[config.mk]
export PLATFORM = sky130hd
export DESIGN_NAME = flag_marker_flat
export DESIGN_NICKNAME = d
export VERILOG_FILES = /design/src/rtl/flag_marker_if.sv /design/src/rtl/flag_marker.sv /design/src/flat_wrapper.sv
export SDC_FILE = /design/constraint.sdc
export NUM_CORES = 1
export LEC_CHECK = 0
export BUFFER_PORTS_ARGS = -buffer_cell sky130_fd_sc_hd__buf_2
export CORE_ASPECT_RATIO = 1.5
export CORE_UTILIZATION = 35
export CTS_BUF_LIST = sky130_fd_sc_hd__clkbuf_8 sky130_fd_sc_hd__clkbuf_16
export CTS_CLUSTER_DIAMETER = 60
export DETAILED_ROUTE_END_ITERATION = 12
export PLACE_DENSITY_LB_ADDON = 0.05
export REMOVE_ABC_BUFFERS = 1
export SLEW_MARGIN = 20
export SYNTH_ARGS = -nofsm -noshare
export SYNTH_HDL_FRONTEND = slang
export SYNTH_SLANG_ARGS = --single-unit
[constraint.sdc]
create_clock -name clk -period 14.7 [get_ports clk]
set_input_delay 0.735 -clock clk [delete_from_list [all_inputs] [get_ports clk]]
set_output_delay 0.735 -clock clk [all_outputs]
set_load 0.02 [all_outputs]
[src/rtl/flag_marker_if.sv]
// game_set_if: board geometry for the flag writer (board origin, tile size in pixels, tiles per side)
interface game_set_if;
  logic [10:0] board_xpos;
  logic [10:0] board_ypos;
  logic [7:0]  button_size;
  logic [4:0]  button_num;
  modport in  (input  board_xpos, board_ypos, button_size, button_num);
  modport out (output board_xpos, board_ypos, button_size, button_num);
endinterface

[src/rtl/flag_marker.sv]
// flag_marker: turns a right-click position into a tile and toggles its flag
// Ports: clk/rst_n clock and async active-low reset; gin board geometry;
// mouse_xpos/mouse_ypos pixel position; right button level; new_game clears all;
// max_flags flag limit; flag_arr_* per-difficulty [col][row] flag arrays;
// flag_count flags set; busy not idle; done toggle applied; rejected click discarded.
module flag_marker (
  input  logic              clk,
  input  logic              rst_n,
  game_set_if.in            gin,
  input  logic [10:0]       mouse_xpos,
  input  logic [10:0]       mouse_ypos,
  input  logic              right,
  input  logic              new_game,
  input  logic [7:0]        max_flags,
  output logic [7:0][7:0]   flag_arr_easy,
  output logic [9:0][9:0]   flag_arr_medium,
  output logic [15:0][15:0] flag_arr_hard,
  output logic [7:0]        flag_count,
  output logic              busy,
  output logic              done,
  output logic              rejected
);
  typedef enum logic [1:0] {IDLE, CHECK, DIV, UPDATE} state_t;
  state_t           r_state;
  logic             r_right_d, r_lo_x, r_lo_y, r_done, r_rejected;
  logic [10:0]      r_off_x, r_off_y, r_span, r_rem_x, r_rem_y;
  logic [4:0]       r_col, r_row;
  logic [7:0]       r_count;
  logic [7:0][7:0]  r_easy;
  logic [9:0][9:0]  r_med;
  logic [15:0][15:0] r_hard;
  logic             w_click, w_step_x, w_step_y, w_easy, w_med, w_hard, w_cur;
  logic [10:0]      w_size, w_span;
  logic [12:0]      w_prod;
  always_comb begin
    w_click  = right && !r_right_d;
    w_size   = {3'b0, gin.button_size};
    w_prod   = {8'b0, gin.button_num} * {5'b0, gin.button_size};
    w_span   = w_prod[10:0];
    w_step_x = r_rem_x >= w_size;
    w_step_y = r_rem_y >= w_size;
    w_easy   = gin.button_num == 5'd8;
    w_med    = gin.button_num == 5'd10;
    w_hard   = gin.button_num == 5'd16;
    w_cur    = w_easy ? r_easy[r_col[2:0]][r_row[2:0]] :
               w_med  ? r_med[r_col[3:0]][r_row[3:0]] :
               w_hard ? r_hard[r_col[3:0]][r_row[3:0]] : 1'b0;
  end
  always_ff @(posedge clk or negedge rst_n) begin
    if (!rst_n) begin
      r_state    <= IDLE;
      r_right_d  <= 1'b0;
      r_lo_x     <= 1'b0;
      r_lo_y     <= 1'b0;
      r_done     <= 1'b0;
      r_rejected <= 1'b0;
      r_off_x    <= '0;
      r_off_y    <= '0;
      r_span     <= '0;
      r_rem_x    <= '0;
      r_rem_y    <= '0;
      r_col      <= '0;
      r_row      <= '0;
      r_count    <= '0;
      r_easy     <= '0;
      r_med      <= '0;
      r_hard     <= '0;
    end else begin
      r_right_d  <= right;
      r_done     <= 1'b0;
      r_rejected <= 1'b0;
      if (new_game) begin
        r_state <= IDLE;
        r_count <= '0;
        r_easy  <= '0;
        r_med   <= '0;
        r_hard  <= '0;
      end else begin
        case (r_state)
          IDLE: if (w_click) begin
            r_off_x <= mouse_xpos - gin.board_xpos;
            r_off_y <= mouse_ypos - gin.board_ypos;
            r_lo_x  <= mouse_xpos < gin.board_xpos;
            r_lo_y  <= mouse_ypos < gin.board_ypos;
            r_span  <= w_span;
            r_state <= CHECK;
          end
          CHECK: if (r_lo_x || r_lo_y || r_off_x >= r_span || r_off_y >= r_span) begin
            r_rejected <= 1'b1;
            r_state    <= IDLE;
          end else begin
            r_col   <= '0;
            r_row   <= '0;
            r_rem_x <= r_off_x;
            r_rem_y <= r_off_y;
            r_state <= DIV;
          end
          DIV: begin
            if (w_step_x) begin
              r_rem_x <= r_rem_x - w_size;
              r_col   <= r_col + 5'd1;
            end
            if (w_step_y) begin
              r_rem_y <= r_rem_y - w_size;
              r_row   <= r_row + 5'd1;
            end
            if (!w_step_x && !w_step_y) r_state <= UPDATE;
          end
          UPDATE: begin
            r_state <= IDLE;
            if (!(w_easy || w_med || w_hard) || (!w_cur && r_count >= max_flags)) r_rejected <= 1'b1;
            else begin
              r_done  <= 1'b1;
              r_count <= w_cur ? r_count - 8'd1 : r_count + 8'd1;
              if (w_easy) r_easy[r_col[2:0]][r_row[2:0]] <= !w_cur;
              if (w_med)  r_med[r_col[3:0]][r_row[3:0]]  <= !w_cur;
              if (w_hard) r_hard[r_col[3:0]][r_row[3:0]] <= !w_cur;
            end
          end
        endcase
      end
    end
  end
  assign flag_arr_easy   = r_easy;
  assign flag_arr_medium = r_med;
  assign flag_arr_hard   = r_hard;
  assign flag_count      = r_count;
  assign busy            = r_state != IDLE;
  assign done            = r_done;
  assign rejected        = r_rejected;
endmodule

[src/flat_wrapper.sv]
// flat-port wrapper written by rule: the top's interface ports become plain ports
module flag_marker_flat 
  (clk, rst_n, mouse_xpos, mouse_ypos, right, new_game, max_flags, flag_arr_easy, flag_arr_medium, flag_arr_hard, flag_count, busy, done, rejected, gin_board_xpos, gin_board_ypos, gin_button_size, gin_button_num);
  game_set_if gin_i ();
  input  logic clk;
  input  logic rst_n;
  input  logic [10:0] mouse_xpos;
  input  logic [10:0] mouse_ypos;
  input  logic right;
  input  logic new_game;
  input  logic [7:0] max_flags;
  output logic [7:0][7:0] flag_arr_easy;
  output logic [9:0][9:0] flag_arr_medium;
  output logic [15:0][15:0] flag_arr_hard;
  output logic [7:0] flag_count;
  output logic busy;
  output logic done;
  output logic rejected;
  input wire logic [$bits(gin_i.board_xpos)-1:0] gin_board_xpos;
  input wire logic [$bits(gin_i.board_ypos)-1:0] gin_board_ypos;
  input wire logic [$bits(gin_i.button_size)-1:0] gin_button_size;
  input wire logic [$bits(gin_i.button_num)-1:0] gin_button_num;
  assign gin_i.board_xpos = gin_board_xpos;
  assign gin_i.board_ypos = gin_board_ypos;
  assign gin_i.button_size = gin_button_size;
  assign gin_i.button_num = gin_button_num;
  flag_marker u_core (.clk(clk), .rst_n(rst_n), .gin(gin_i), .mouse_xpos(mouse_xpos), .mouse_ypos(mouse_ypos), .right(right), .new_game(new_game), .max_flags(max_flags), .flag_arr_easy(flag_arr_easy), .flag_arr_medium(flag_arr_medium), .flag_arr_hard(flag_arr_hard), .flag_count(flag_count), .busy(busy), .done(done), .rejected(rejected));
endmodule
==> flow_summary.ini <==
[cts]
cts_tree = done
htreeDepth = 2
cts-root-buf = clkbuf_16
cts_buffer_depth = 3
path_clk_slew_ps = 70
cts_hold_buf = 0
cts_made_buffers = 55
postCtsSetupBuffers = 0
cts_resized = 0
cts.sink_count = 498
clk_latency_ps = 640

[drt]
firstDrtPassIters = 6
ant_nets = 0
routedWlPerCell_um = 29.5
drtIter0Drc = 2278
wl_um = 138000
dr_total_vias = 27700
drc = 0
viasPerCell = 5.92

[synthesis]
synth_edf_count = 0
synth_top_area_share = 0.422
synth.area.top_cells = dfrtp_1, a211oi_1, ha_1
ys_ff_latch = 498
ys_types = 83
syn_area_per_cell_um2 = 9.27
yosysMostFrequentCell = dfrtp_1
synth_top_cells_by_count = dfrtp_1, nor2_1, a211oi_1
synth_seq_area_share = 0.422
synth-async-reset-ratio = 1.00
yosysTopAreaCell = dfrtp_1
ys.flop_type = dfrtp_1
synth_area_um2 = 29500
synthCells = 3185
yosys_warnings = 0

[critical_path]
cp.depth = 20
reg2reg_depth = 20
startpoint = u_core.r_col[1]
cp_top_family = compound AO/OA/AOI/OAI gates
crit_path_top_delay_cell = mux2i_1
crit-reg2reg-launch = u_core.r_col[1]
critPathKind = flop to flop
critical_path_arrival_ps = 8050
reg2reg_to = u_core.flag_count[7]
cpMostUsedCell = a21oi_1
cp.required_ps = 15220
crit_path_max_incr_delay_ps = 820
end_kind = flop
startpoint_type = flop
crit_fanout = 60
endpoint = u_core.flag_count[7]
r2r_slack_ps = 7170
path_cells = buf_4 > inv_2 > mux2i_1 > o2bb2ai_1 > o211ai_1 > a21boi_1 > o2111ai_1 > a32oi_2 > buf_4 > inv_4 > ha_1 > a21o_1 > a21oi_1 > o21bai_1 > a21oi_1 > o21bai_1 > a21o_1 > or2_2 > a21oi_1 > mux2_2
worst-path-buf-inv = 4

[grt]
grt_overflow = 0
grt_pass1_vias = 27000
grt_max_degree = 108
grt_usage = 0.317
antenna_found_initial = 3
grt_pass1_wl_um = 198000

[sta]
rsz0062_at_grt = false
worst_hold_slack_ps = 139
final_max_slew_viol_count = 0
tightestPinTransition_ps = 1280
relSlewSlack = 0.146
hold_viol = 0
fin_crit_sh = 0.512
tns_ps = 0
setup_violations = 0
final.setup_skew_ps = 22.4
fin_ws_ps = 7170
max_freq_mhz = 133
post-route-min-period_ps = 7530

[layout]
antenna_cells = 0
seq_area_um2 = 12500
syn2layout_area_growth_pct = 17.6
fin_cells = 4680
final_cell_area_um2 = 34700
drive_gt1_frac = 0.219
multiInputGateArea_um2 = 15500
fill_cells = 8554
nets = 3708

[pwr]
max-vdd-ir-drop_uv = 89.9
p_seq_frac = 0.342
p_int_mw = 2.75
power_density_nw_per_um2 = 136
pwr-share-comb = 0.350
power_leakage_nw = 16.0
p_sw_mw = 1.98
swShare = 0.418
pwr-share-clk = 0.308

[min_path]
hp-class = input port to async pin

[floorplanning]
core_area_um2 = 83600
placementRows = 130
die_h_um = 358
die_w_um = 239
start_util = 0.353
dieArea_um2 = 85500
ios = 500

[placement]
place_area_um2 = 32800
dp_cells = 4584
gp_congestion = 0.883
dp_slack_ps = 7290
post-dp-hpwl_um = 96200
portBuffers = 499

[flow_run]
cap_violations = 0

[run_status]
outcome = completed
placed cells by master, fill, tap and decap left out, drive strengths merged, types with 54 or more instances in the layout:
cell type and count:
nand2 225, dfrtp 498, nor2 286, buf 560, nor2b 139, inv 141
a211oi 268, o21ai 277, ha 98, clkbuf 67, mux2i 101, a21oi 215
nand2b 54, nand3 63
layer usage:
metal | vias to the layer above | GRT usage | part of all wire | wire [um]
li1 | 12200 | - | - | -
met1 | 13900 | 0.397 | 0.39 | 53900
met2 | 1348 | 0.525 | 0.48 | 66200
met3 | 289 | 0.0584 | 0.076 | 10500
met4 | 0 | 0.156 | 0.052 | 7170
met5 | - | 0 | 0 | 0
sequential cells by signal, summed over array words and instances, names as in the netlist, 4 cells and up:
name	count
u_core.r_off_x	11
u_core.r_off_y	11
u_core.flag_arr_hard	256
u_core.r_rem_y	11
u_core.r_col	4
u_core.r_span	11
u_core.flag_count	8
u_core.r_rem_x	11
u_core.flag_arr_medium	100
u_core.r_row	4
u_core.flag_arr_easy	64
kinds of logic after synthesis:
logic type,synth area share
multiplexers,0.0777
AND/OR/NAND/NOR,0.146
flip-flops,0.422
XOR/XNOR,0.00920
adder cells (fa/ha/maj),0.0565
buffers and inverters,0.0606
AO/OA/AOI/OAI,0.228
metrics by stage:
step,util,power [mW]
3_3_place_gp,0.392,3.22
4_1_cts,0.415,4.73
2_1_floorplan,-,2.44
3_5_place_dp,0.393,3.27
5_1_grt,0.415,4.89
6_report,0.415,4.73
area by class of cell:
| cell class | instances | share of cell area |
|---|---|---|
| inverter | 134 | 0.0146 |
| sequential | 498 | 0.359 |
| timing repair buffer | 560 | 0.0869 |
| clock inverter | 29 | 0.00775 |
| tap | 1122 | 0.0405 |
| multi-input combinational | 2270 | 0.446 |
| clock buffer | 67 | 0.0451 |
power groups by stage:
| stage | logic (mW) | clock network [mW] | registers [mW] |
|---|---|---|---|
| 2_1_floorplan | 0.824 | 0 | 1.62 |
| 3_3_place_gp | 1.59 | 0 | 1.64 |
| 3_5_place_dp | 1.62 | 0 | 1.64 |
| 4_1_cts | 1.63 | 1.48 | 1.62 |
| 5_1_grt | 1.74 | 1.53 | 1.63 |
| 6_report | 1.65 | 1.46 | 1.62 |
worst min path at each step:
stage                                   from                        to  slack, ps
after global placement    u_core.r_rem_y[10]        u_core.r_rem_y[10]        480
final                                  rst_n  u_core.flag_arr_hard[16]        140
after floorplan                        rst_n               u_core.done        440
after CTS                              rst_n  u_core.flag_arr_hard[16]        190
after global routing                   rst_n  u_core.flag_arr_hard[16]        220
after detailed placement    u_core.r_span[6]          u_core.r_span[6]        470
No activity file was read; power rests on OpenSTA's default activity.
